### config.mk
export PLATFORM = sky130hd
export DESIGN_NAME = joystick_adc_sequencer
export DESIGN_NICKNAME = d
export VERILOG_FILES = /design/src/rtl/joystick_adc_sequencer.sv
export SDC_FILE = /design/constraint.sdc
export NUM_CORES = 1
export LEC_CHECK = 0
export ABC_AREA = 1
export CAP_MARGIN = 20
export CORE_MARGIN = 8
export CORE_UTILIZATION = 49
export CTS_CLUSTER_SIZE = 14
export DETAILED_ROUTE_END_ITERATION = 12
export PLACE_DENSITY = 0.92
export SLEW_MARGIN = 10
export SYNTH_ARGS = -nofsm -noshare
export SYNTH_HDL_FRONTEND = slang
export SYNTH_SLANG_ARGS = --single-unit
### constraint.sdc
create_clock -name i_clk -period 2.76 [get_ports i_clk]
set_clock_uncertainty 0.05 [all_clocks]
set_input_delay 0.414 -clock i_clk [delete_from_list [all_inputs] [get_ports i_clk]]
set_output_delay 0.414 -clock i_clk [all_outputs]
set_load 0.005 [all_outputs]
### src/rtl/joystick_adc_sequencer.sv
`default_nettype none
// ============================================================================
// Module  : joystick_adc_sequencer
// Brief   : Alternates XADC DRP reads of the X/Y joystick aux channels on each
//           end-of-conversion and classifies every sample into a direction.
// Revision: 1.0 - initial release
// ============================================================================
module joystick_adc_sequencer #(
    parameter logic [6:0]  ADDR_X    = 7'h16,
    parameter logic [6:0]  ADDR_Y    = 7'h17,
    parameter logic [11:0] LO_THRESH = 12'h300,
    parameter logic [11:0] HI_THRESH = 12'h400,
    parameter int          TIMEOUT   = 255
) (
    input  logic        i_clk,
    input  logic        i_rst,
    input  logic        i_eoc,
    input  logic        i_drdy,
    input  logic [15:0] i_do,
    input  logic        i_clr_err,
    output logic [6:0]  o_daddr,
    output logic        o_den,
    output logic [1:0]  o_x_dir,
    output logic [1:0]  o_y_dir,
    output logic [11:0] o_x_raw,
    output logic [11:0] o_y_raw,
    output logic        o_pair_valid,
    output logic        o_timeout
);

    localparam int CNT_W = (TIMEOUT < 2) ? 1 : $clog2(TIMEOUT + 1);
    localparam logic [CNT_W-1:0] C_TIMEOUT = CNT_W'(TIMEOUT);

    localparam logic [1:0] C_DIR_NONE = 2'd0;
    localparam logic [1:0] C_DIR_POS  = 2'd1;
    localparam logic [1:0] C_DIR_NEG  = 2'd2;

    typedef enum logic [1:0] {
        S_IDLE  = 2'd0,
        S_ISSUE = 2'd1,
        S_WAIT  = 2'd2
    } state_t;

    state_t           r_state;
    state_t           w_next;
    logic [CNT_W-1:0] r_cnt;
    logic [CNT_W-1:0] w_cnt_next;
    logic             w_den_next;
    logic             w_capture;
    logic             w_timeout_hit;
    logic             r_axis;        // 0 = X, 1 = Y
    logic             r_den;
    logic [1:0]       r_x_dir;
    logic [1:0]       r_y_dir;
    logic [11:0]      r_x_raw;
    logic [11:0]      r_y_raw;
    logic             r_pair_valid;
    logic             r_timeout;
    logic [11:0]      w_sample;
    logic             w_unused_do;

    assign w_sample    = i_do[15:4];
    assign w_unused_do = ^i_do[3:0];

    function automatic logic [1:0] classify(input logic [11:0] s);
        if (s < LO_THRESH)
            return C_DIR_NEG;
        else if (s > HI_THRESH)
            return C_DIR_POS;
        else
            return C_DIR_NONE;
    endfunction

    always_ff @(posedge i_clk or posedge i_rst) begin
        if (i_rst) begin
            r_state <= S_IDLE;
            r_cnt   <= '0;
        end else begin
            r_state <= w_next;
            r_cnt   <= w_cnt_next;
        end
    end

    always_comb begin
        w_next        = r_state;
        w_cnt_next    = r_cnt;
        w_den_next    = 1'b0;
        w_capture     = 1'b0;
        w_timeout_hit = 1'b0;
        case (r_state)
            S_IDLE: begin
                if (i_eoc) begin
                    w_next     = S_ISSUE;
                    w_den_next = 1'b1;
                end
            end
            S_ISSUE: begin
                w_next     = S_WAIT;
                w_cnt_next = '0;
            end
            S_WAIT: begin
                // A strobe on the final count still wins over the timeout.
                if (i_drdy) begin
                    w_capture = 1'b1;
                    w_next    = S_IDLE;
                end else if (r_cnt == C_TIMEOUT) begin
                    w_timeout_hit = 1'b1;
                    w_next        = S_IDLE;
                end else begin
                    w_cnt_next = r_cnt + 1'b1;
                end
            end
            default: w_next = S_IDLE;
        endcase
    end

    always_ff @(posedge i_clk or posedge i_rst) begin
        if (i_rst) begin
            r_axis       <= 1'b0;
            r_den        <= 1'b0;
            r_x_dir      <= C_DIR_NONE;
            r_y_dir      <= C_DIR_NONE;
            r_x_raw      <= '0;
            r_y_raw      <= '0;
            r_pair_valid <= 1'b0;
            r_timeout    <= 1'b0;
        end else begin
            r_den        <= w_den_next;
            r_pair_valid <= w_capture & r_axis;
            if (w_capture) begin
                r_axis <= ~r_axis;
                if (r_axis) begin
                    r_y_raw <= w_sample;
                    r_y_dir <= classify(w_sample);
                end else begin
                    r_x_raw <= w_sample;
                    r_x_dir <= classify(w_sample);
                end
            end
            if (w_timeout_hit)
                r_timeout <= 1'b1;
            else if (i_clr_err)
                r_timeout <= 1'b0;
        end
    end

    assign o_daddr      = r_axis ? ADDR_Y : ADDR_X;
    assign o_den        = r_den;
    assign o_x_dir      = r_x_dir;
    assign o_y_dir      = r_y_dir;
    assign o_x_raw      = r_x_raw;
    assign o_y_raw      = r_y_raw;
    assign o_pair_valid = r_pair_valid;
    assign o_timeout    = r_timeout;

endmodule
`default_nettype wire

==> impl_metrics.yaml, run 1 <==
routing:
  via_count: 1548
  ant_nets: 0
  drc: 0
  drt_first_pass_iters: 4
  vias_per_cell: 4.85
  initialDrtViolationCount: 105
  wl_per_cell_um: 13.3
  drt-total-wl_mm: 4.23
sta:
  worst_slew_pin_slew_ns: 0.517
  max_slew_margin_pct: 65.4
  rsz0062_at_grt: "false"
  drv_slew: 0
  finalHoldViolCount: 0
  max_freq_ghz: 0.590
  fin_crit_sh_pct: 61.5
  min_period_ns: 1.70
  setup_viol_count_final: 0
  fin_tns_setup_ns: 0
global_route:
  grt_pass1_vias: 1468
  grt_overflow: 0
  grt_pass1_wl_mm: 6.69
  grt_util_all_layers_pct: 13.5
  grt_max_degree: 43
  antenna_found_initial: 0
setup_path:
  cp_slowest_cell: "clkdlybuf4s50_1"
  reg2reg_slack_ns: 1.24
  r2r-end: "r_cnt[3]$_DFFE_PP0P_"
  critPathKind: "reg2out"
  cp_max_fo: 4
  crit_chain: "clkdlybuf4s50_1"
  start_kind: "flop"
  r2r_cells: 8
  max_stage_delay_ns: 0.53
  path_buf_inv: 1
  crit_path_end_kind: "output pin"
  cp_top_family: "buffers and inverters"
  r2r-start: "r_cnt[0]$_DFFE_PP0P_"
  crit_required_ns: 2.30
  cp.arrival_ns: 1.23
yosys:
  synth-seq-cells: 42
  syn_area_um2: 1880
  syn_inst: 221
  avgSynthCellArea_um2: 8.53
  ys_warn_count: 0
  synthDistinctLibCells: 20
  ys_seq_area_share_pct: 55.8
cts:
  clkLatencyLatePin_ns: 0.30
  numCtsBuffers: 5
  cts_tree: "done"
  cts_hold_buffers: 0
  cts_resized: 0
  cts_root_buf: "clkbuf_8"
  cts.sinks: 42
  htree_levels: 2
  clockBufferDepth: 2
  cts.clk_slew.worst_paths_ns: 0.09
  postCtsSetupRepairBufs: 0
placement:
  io_buffer_count: 48
  gp_congestion: 0.879
  dp_hpwl_mm: 3.17
  dpl_cell_area_um2: 2360
floorplanning:
  fp-row-count: 22
  ios: 59
  core_area_um2: 3690
  initial_utilization_pct: 51.1
  die-area_um2: 6090
  die_x_um: 78.0
  die_h_um: 78.0
finish:
  fin_util_pct: 66.7
  n_antenna_cell: 0
  nNetsFinal: 292
  area_growth_pct: 30.5
  drive_gt1_share_pct: 7.75
  fin_area_um2: 2460
  fill_cells: 297
  multi_input_area_um2: 653
  seq_area_um2: 1050
run_status:
  run_status: "finished, final reports clean"
power_and_ir_drop:
  ir_worst_vdd_mv: 0.399
  power.density_nw_per_um2: 910
  p_leak_nw: 1.22
run:
  timing.max_cap.violations: 0
worst_hold_path:
  holdPathStages: 2
  worstHoldEndpoint: "o_y_raw[2]$_DFFE_PP0P_"
  hold_path_class: "reg2reg"
  min_from: "o_y_raw[2]$_DFFE_PP0P_"
cell usage in the layout, fill, tap and decap left out:
cell type / synthesis / final
inv_6: 0 / 1
nand4_1: 2 / 2
o21bai_1: 1 / 1
o21ai_2: 5 / 5
clkbuf_8: 0 / 5
clkdlybuf4s50_1: 0 / 48
nor2_1: 17 / 17
nand3_1: 16 / 16
conb_1: 2 / 6
ha_1: 1 / 1
nor2_4: 1 / 1
clkinvlp_4: 0 / 1
dfrtp_1: 42 / 42
o21ai_0: 6 / 6
o21ai_1: 18 / 18
a21oi_1: 1 / 1
o22ai_1: 1 / 1
clkinv_4: 0 / 1
or2_2: 1 / 1
inv_1: 28 / 28
nand2_2: 4 / 4
buf_4: 7 / 2
nand2_1: 63 / 63
through the flow:
stage	instances	setup slack, ns	total power, mW	hold WS (ns)
after CTS	319	1.05	2.25	0.446
after floorplan	225	1.32	1.35	0.423
after detailed placement	311	0.852	1.85	0.423
after global routing	319	1.02	2.39	0.461
after global placement	311	0.863	1.81	0.416
final	319	1.06	2.24	0.443
synth_stat cells (all sizes together):
cell type	number	area share, %
nand4	2	0.66
inv	28	5.6
or2	1	0.33
nor2	18	4.0
o21ai	29	8.7
dfrtp	42	56
buf	12	4.8
nand3	16	4.2
a21oi	1	0.27
nand2	67	14
conb	2	0.40
o22ai	1	0.33
ha	1	0.66
o21bai	1	0.40
cell families after synthesis:
group	synth area share [%]
simple gates	23.1
flops	55.8
buf+inv	10.4
compound gates	9.69
fa+ha+maj	0.664
other cells	0.399
report_power, final:
part / switching [mW] / total (mW) / internal, mW
logic: 0.368 / 0.855 / 0.487
clock network: 0.224 / 0.407 / 0.182
registers: 0.139 / 0.977 / 0.838
cell type report:
type / count / area share (%)
Tap cell: 48 / 2.44
Clock inverter: 3 / 1.02
Multi-Input combinational cell: 143 / 26.6
Clock buffer: 5 / 2.80
Timing Repair Buffer: 50 / 20.2
Sequential cell: 42 / 42.7
Inverter: 28 / 4.27
flip-flops by register name, summed over array words and instances (netlist names):
name and cells:
o_x_dir 2, r_axis 1, o_den 1, r_state 2, o_x_raw 12, o_y_raw 12
r_cnt 8, o_y_dir 2, o_timeout 1, o_pair_valid 1
per-layer routing:
layer / GRT usage, % / part of all wire, % / vias up
li1: - / - / 779
met1: 15.9 / 41 / 715
met2: 23.2 / 50 / 52
met3: 5.13 / 8.5 / 2
met4: 2.22 / 0.38 / 0
met5: 0 / 0 / -
worst max-delay path by stage:
| stage | from | to | slack [ns] | cells after the start |
|---|---|---|---|---|
| 2_1_floorplan | i_rst | o_den$_DFF_PP0_ | 1.32 | 1 |
| 3_3_place_gp | i_drdy | o_x_dir[0]$_DFFE_PP0P_ | 0.86 | 8 |
| 3_5_place_dp | i_drdy | o_x_dir[0]$_DFFE_PP0P_ | 0.85 | 8 |
| 4_1_cts | r_axis$_DFFE_PP0P_ | o_daddr[0] | 1.05 | 1 |
| 5_1_grt | r_axis$_DFFE_PP0P_ | o_daddr[0] | 1.02 | 1 |
| 6_report | r_axis$_DFFE_PP0P_ | o_daddr[0] | 1.06 | 1 |
Note: power is estimated with default switching activity, not from simulation.
==> run 2, diff against run 1 <==
--- a/config.mk
+++ b/config.mk
@@ -8,10 +8,10 @@
 export ABC_AREA = 1
 export CAP_MARGIN = 20
 export CORE_MARGIN = 8
-export CORE_UTILIZATION = 49
+export CORE_UTILIZATION = 46
 export CTS_CLUSTER_SIZE = 14
 export DETAILED_ROUTE_END_ITERATION = 12
-export PLACE_DENSITY = 0.92
+export PLACE_DENSITY = 0.87
 export SLEW_MARGIN = 10
 export SYNTH_ARGS = -nofsm -noshare
 export SYNTH_HDL_FRONTEND = slang
==> constraint.sdc (replaced) <==
create_clock -name i_clk -period 1.65 [get_ports i_clk]
set_clock_uncertainty 0.05 [all_clocks]
set_input_delay 0.2475 -clock i_clk [delete_from_list [all_inputs] [get_ports i_clk]]
set_output_delay 0.2475 -clock i_clk [all_outputs]
set_load 0.005 [all_outputs]
==> impl_metrics.yaml, run 2 (synthesized netlist as in run 1, its figures left out) <==
run_status:
  run_status: "finished, final reports clean"
routing:
  initialDrtViolationCount: 84
  drc: 0
  wl_per_cell_um: 13.1
  via_count: 1521
  ant_nets: 0
  drt-total-wl_mm: 4.22
  drt_first_pass_iters: 4
  vias_per_cell: 4.71
placement:
  dp_hpwl_mm: 3.11
  io_buffer_count: 48
  gp_congestion: 0.824
setup_path:
  crit_chain: "clkdlybuf4s50_1"
  cp_top_family: "buffers and inverters"
  start_kind: "flop"
  r2r_cells: 8
  crit_path_end_kind: "output pin"
  max_stage_delay_ns: 0.52
  crit_cells: 1
  crit_required_ns: 1.35
  cp_max_fo: 4
  critPathKind: "reg2out"
  cp.arrival_ns: 1.21
  cp_slowest_cell: "clkdlybuf4s50_1"
  path_buf_inv: 1
finish:
  fill_cells: 343
  area_growth_pct: 33.7
  drive_gt1_share_pct: 8.42
  final_common_cell: "nand2_1"
  final_cell_mix: "nand2_1, clkdlybuf4s50_1, dfrtp_1"
  nNetsFinal: 294
  n_antenna_cell: 0
  fin_util_pct: 63.4
power_and_ir_drop:
  p_clk_share_pct: 17.7
  p_sw_mw: 1.17
  p_leak_nw: 1.25
  switching_share_pct: 31.1
  comb_power_share_pct: 39.0
  power.density_nw_per_um2: 1500
  intPower_mw: 2.60
  p_seq_share_pct: 43.3
  ir_worst_vdd_mv: 0.952
cts:
  cts_hold_buffers: 0
  cts_root_buf: "clkbuf_8"
  cts.sinks: 42
  postCtsSetupRepairBufs: 0
  clockBufferDepth: 2
  numCtsBuffers: 5
  cts_tree: "done"
  htree_levels: 2
  clkLatencyLatePin_ns: 0.29
  cts.clk_slew.worst_paths_ns: 0.07
global_route:
  grt_util_all_layers_pct: 13.8
  grt_overflow: 0
  grt_pass1_vias: 1437
  grt_max_degree: 43
  antenna_found_initial: 0
  grt_pass1_wl_mm: 6.87
sta:
  fin_crit_sh_pct: 91.5
  fin_tns_setup_ns: 0
  drv_slew: 0
  min_period_ns: 1.51
  max_freq_ghz: 0.663
  rsz0062_at_grt: "false"
  setup_viol_count_final: 0
  finalHoldViolCount: 0
floorplanning:
  core_area_um2: 3970
  fp-row-count: 23
  ios: 59
  die-area_um2: 6400
  initial_utilization_pct: 47.4
  die_x_um: 80
  die_h_um: 80
run:
  timing.max_cap.violations: 0
worst_hold_path:
  hold_path_class: "in2async"
## run 2: final cells by class
type                    instances  area, µm²  share of cell area [%]
clock buffers                   7       86.3                    3.43
clock inverters                 1       5.00                   0.199
flip-flops and latches         42       1050                    41.7
well taps                      50       62.6                    2.48
multi-input cells             143        661                    26.2
inverters                      28        105                    4.17
repair buffers                 52        548                    21.8
## run 2: through the flow
step | total power [mW] | area (µm²) | cells | setup slack [ns] | hold WS [ns]
floorplan | 2.26 | 1900 | 225 | 0.342 | 0.296
global placement | 3.09 | 2420 | 315 | 0.124 | 0.418
detailed placement | 3.14 | 2420 | 315 | 0.0705 | 0.415
CTS | 3.82 | 2510 | 323 | 0.0896 | 0.267
global route | 4.04 | 2520 | 323 | 0.00607 | 0.270
finish | 3.77 | 2520 | 323 | 0.141 | 0.262
## run 2: worst min-delay path: stages
cell and delay (ns):
clkdlybuf4s50_1 0.40, inv_1 0.09, buf_12 0.24
## run 2: routing by layer
metal  track usage, %  part of all wire (%)
met4             6.18                   1.8
met5                0                     0
met1             15.4                    41
met2             23.4                    53
met3             4.17                   4.5
## run 2: worst paths after layout
kind                                   startpoint                endpoint  slack, ns
max in group asynchronous                   i_rst  o_x_raw[5]$_DFFE_PP0P_       1.09
hold reg to reg            o_x_raw[2]$_DFFE_PP0P_  o_x_raw[2]$_DFFE_PP0P_       0.43
min in group i_clk         o_x_raw[2]$_DFFE_PP0P_  o_x_raw[2]$_DFFE_PP0P_       0.43
setup reg to reg             r_cnt[0]$_DFFE_PP0P_    r_cnt[3]$_DFFE_PP0P_       0.16
hold / removal                              i_rst  o_x_raw[9]$_DFFE_PP0P_       0.26
setup / recovery               r_axis$_DFFE_PP0P_              o_daddr[0]       0.14
## run 2: timing repair
| item | 4_1_cts | 5_1_grt |
|---|---|---|
| setup endpoints to repair | 0 | 2 |
| hold endpoints to repair | 0 | 0 |
| gates resized for setup | 0 | 2 |
## run 2: power groups by stage
stage | Sequential, mW | Clock (mW) | Combinational, mW
final | 1.63 | 0.668 | 1.47
after floorplan | 1.66 | 0 | 0.603
after global routing | 1.69 | 0.736 | 1.62
after detailed placement | 1.65 | 0 | 1.49
after CTS | 1.64 | 0.681 | 1.50
after global placement | 1.64 | 0 | 1.45
==> run 3, diff against run 2 <==
--- a/config.mk
+++ b/config.mk
@@ -12,6 +12,7 @@
 export CTS_CLUSTER_SIZE = 14
 export DETAILED_ROUTE_END_ITERATION = 12
 export PLACE_DENSITY = 0.87
+export REMOVE_ABC_BUFFERS = 1
 export SLEW_MARGIN = 10
 export SYNTH_ARGS = -nofsm -noshare
 export SYNTH_HDL_FRONTEND = slang
==> impl_metrics.yaml, run 3 (synthesized netlist as in run 1, its figures left out) <==
floorplanning:
  core_area_um2: 3970
  initial_utilization_pct: 47.4
  ios: 59
  die-area_um2: 6400
  fp-row-count: 23
  die_h_um: 80
  die_x_um: 80
sta:
  max_freq_ghz: 0.661
  min_period_ns: 1.51
  setup_viol_count_final: 0
  rsz0062_at_grt: "false"
  fin_tns_setup_ns: 0
  finalHoldViolCount: 0
  fin_crit_sh_pct: 91.7
  drv_slew: 0
setup_path:
  crit_chain: "clkdlybuf4s50_1"
  start_kind: "flop"
  critPathKind: "reg2out"
  crit_path_end_kind: "output pin"
  cp_slowest_cell: "clkdlybuf4s50_1"
  cp_top_family: "buffers and inverters"
  path_buf_inv: 1
  max_stage_delay_ns: 0.52
  cp_max_fo: 4
  crit_required_ns: 1.35
  cp.arrival_ns: 1.22
routing:
  drc: 0
  via_count: 1564
  drt-total-wl_mm: 4.19
  initialDrtViolationCount: 143
  vias_per_cell: 4.83
  drt_first_pass_iters: 4
  ant_nets: 0
  wl_per_cell_um: 12.9
placement:
  dp_hpwl_mm: 3.09
  gp_congestion: 0.841
  io_buffer_count: 48
  dpl_cell_area_um2: 2430
cts:
  numCtsBuffers: 5
  cts.sinks: 42
  cts.clk_slew.worst_paths_ns: 0.08
  cts_root_buf: "clkbuf_8"
  clockBufferDepth: 2
  clkLatencyLatePin_ns: 0.29
  postCtsSetupRepairBufs: 0
  cts_tree: "done"
  cts_hold_buffers: 0
  htree_levels: 2
  cts_resized: 0
finish:
  area_growth_pct: 35.1
  nNetsFinal: 295
  final_cell_mix: "nand2_1, clkdlybuf4s50_1, dfrtp_1"
  final_common_cell: "nand2_1"
  n_antenna_cell: 0
  fin_area_um2: 2540
  drive_gt1_share_pct: 8.76
global_route:
  grt_max_degree: 43
  grt_pass1_vias: 1609
  grt_overflow: 0
  grt_pass1_wl_mm: 7.22
  antenna_found_initial: 0
  grt_util_all_layers_pct: 14.0
power_and_ir_drop:
  power.density_nw_per_um2: 1540
  p_leak_nw: 1.26
  ir_worst_vdd_mv: 0.779
worst_hold_path:
  hold_path_class: "in2async"
run_status:
  run_status: "finished, final reports clean"
run:
  timing.max_cap.violations: 0
-- run 3: cell type report --
cell class / instances / area [µm²]
Fill cell: 322 / 1430
Sequential cell: 42 / 1050
Multi-Input combinational cell: 143 / 661
Timing Repair Buffer: 53 / 556
Inverter: 28 / 105
Clock buffer: 6 / 72.6
Tap cell: 50 / 62.6
Clock inverter: 2 / 37.5
-- run 3: layer usage --
layer | global-route usage [%] | vias up | wire length [µm]
li1 | - | 781 | -
met1 | 15.2 | 730 | 1680
met2 | 22.9 | 46 | 2000
met3 | 7.66 | 7 | 466
met4 | 4.18 | 0 | 40
met5 | 0 | - | 0
-- run 3: per-stage QoR --
step | hold slack, ns | utilization (%) | power (mW) | worst slack [ns] | std cells
after floorplan | 0.296 | - | 2.20 | 0.174 | 213
after global placement | 0.415 | 61.1 | 3.10 | 0.0835 | 316
after detailed placement | 0.417 | 61.1 | 3.16 | 0.0466 | 316
after CTS | 0.274 | 63.9 | 3.96 | 0.114 | 324
after global routing | 0.306 | 64.1 | 4.20 | 0.00841 | 324
final | 0.261 | 64.1 | 3.93 | 0.137 | 324
-- run 3: path summary, 6_finish.rpt --
path / from / endpoint / slack, ns / cells after the start
min reg2reg: o_y_dir[0]$_DFFE_PP0P_ / o_y_dir[0]$_DFFE_PP0P_ / 0.43 / 2
min: i_rst / o_x_raw[7]$_DFFE_PP0P_ / 0.26 / 3
min in group i_clk: o_y_dir[0]$_DFFE_PP0P_ / o_y_dir[0]$_DFFE_PP0P_ / 0.43 / 2
max reg2reg: r_cnt[0]$_DFFE_PP0P_ / r_cnt[4]$_DFFE_PP0P_ / 0.15 / 8
max in group asynchronous: i_rst / o_x_raw[10]$_DFFE_PP0P_ / 1.08 / 3
max: r_axis$_DFFE_PP0P_ / o_daddr[0] / 0.14 / 1
-- run 3: where the power goes --
group / internal, mW / switching, mW
Sequential: 1.40 / 0.233
Combinational: 0.864 / 0.625
Clock: 0.451 / 0.351
Total: 2.72 / 1.21
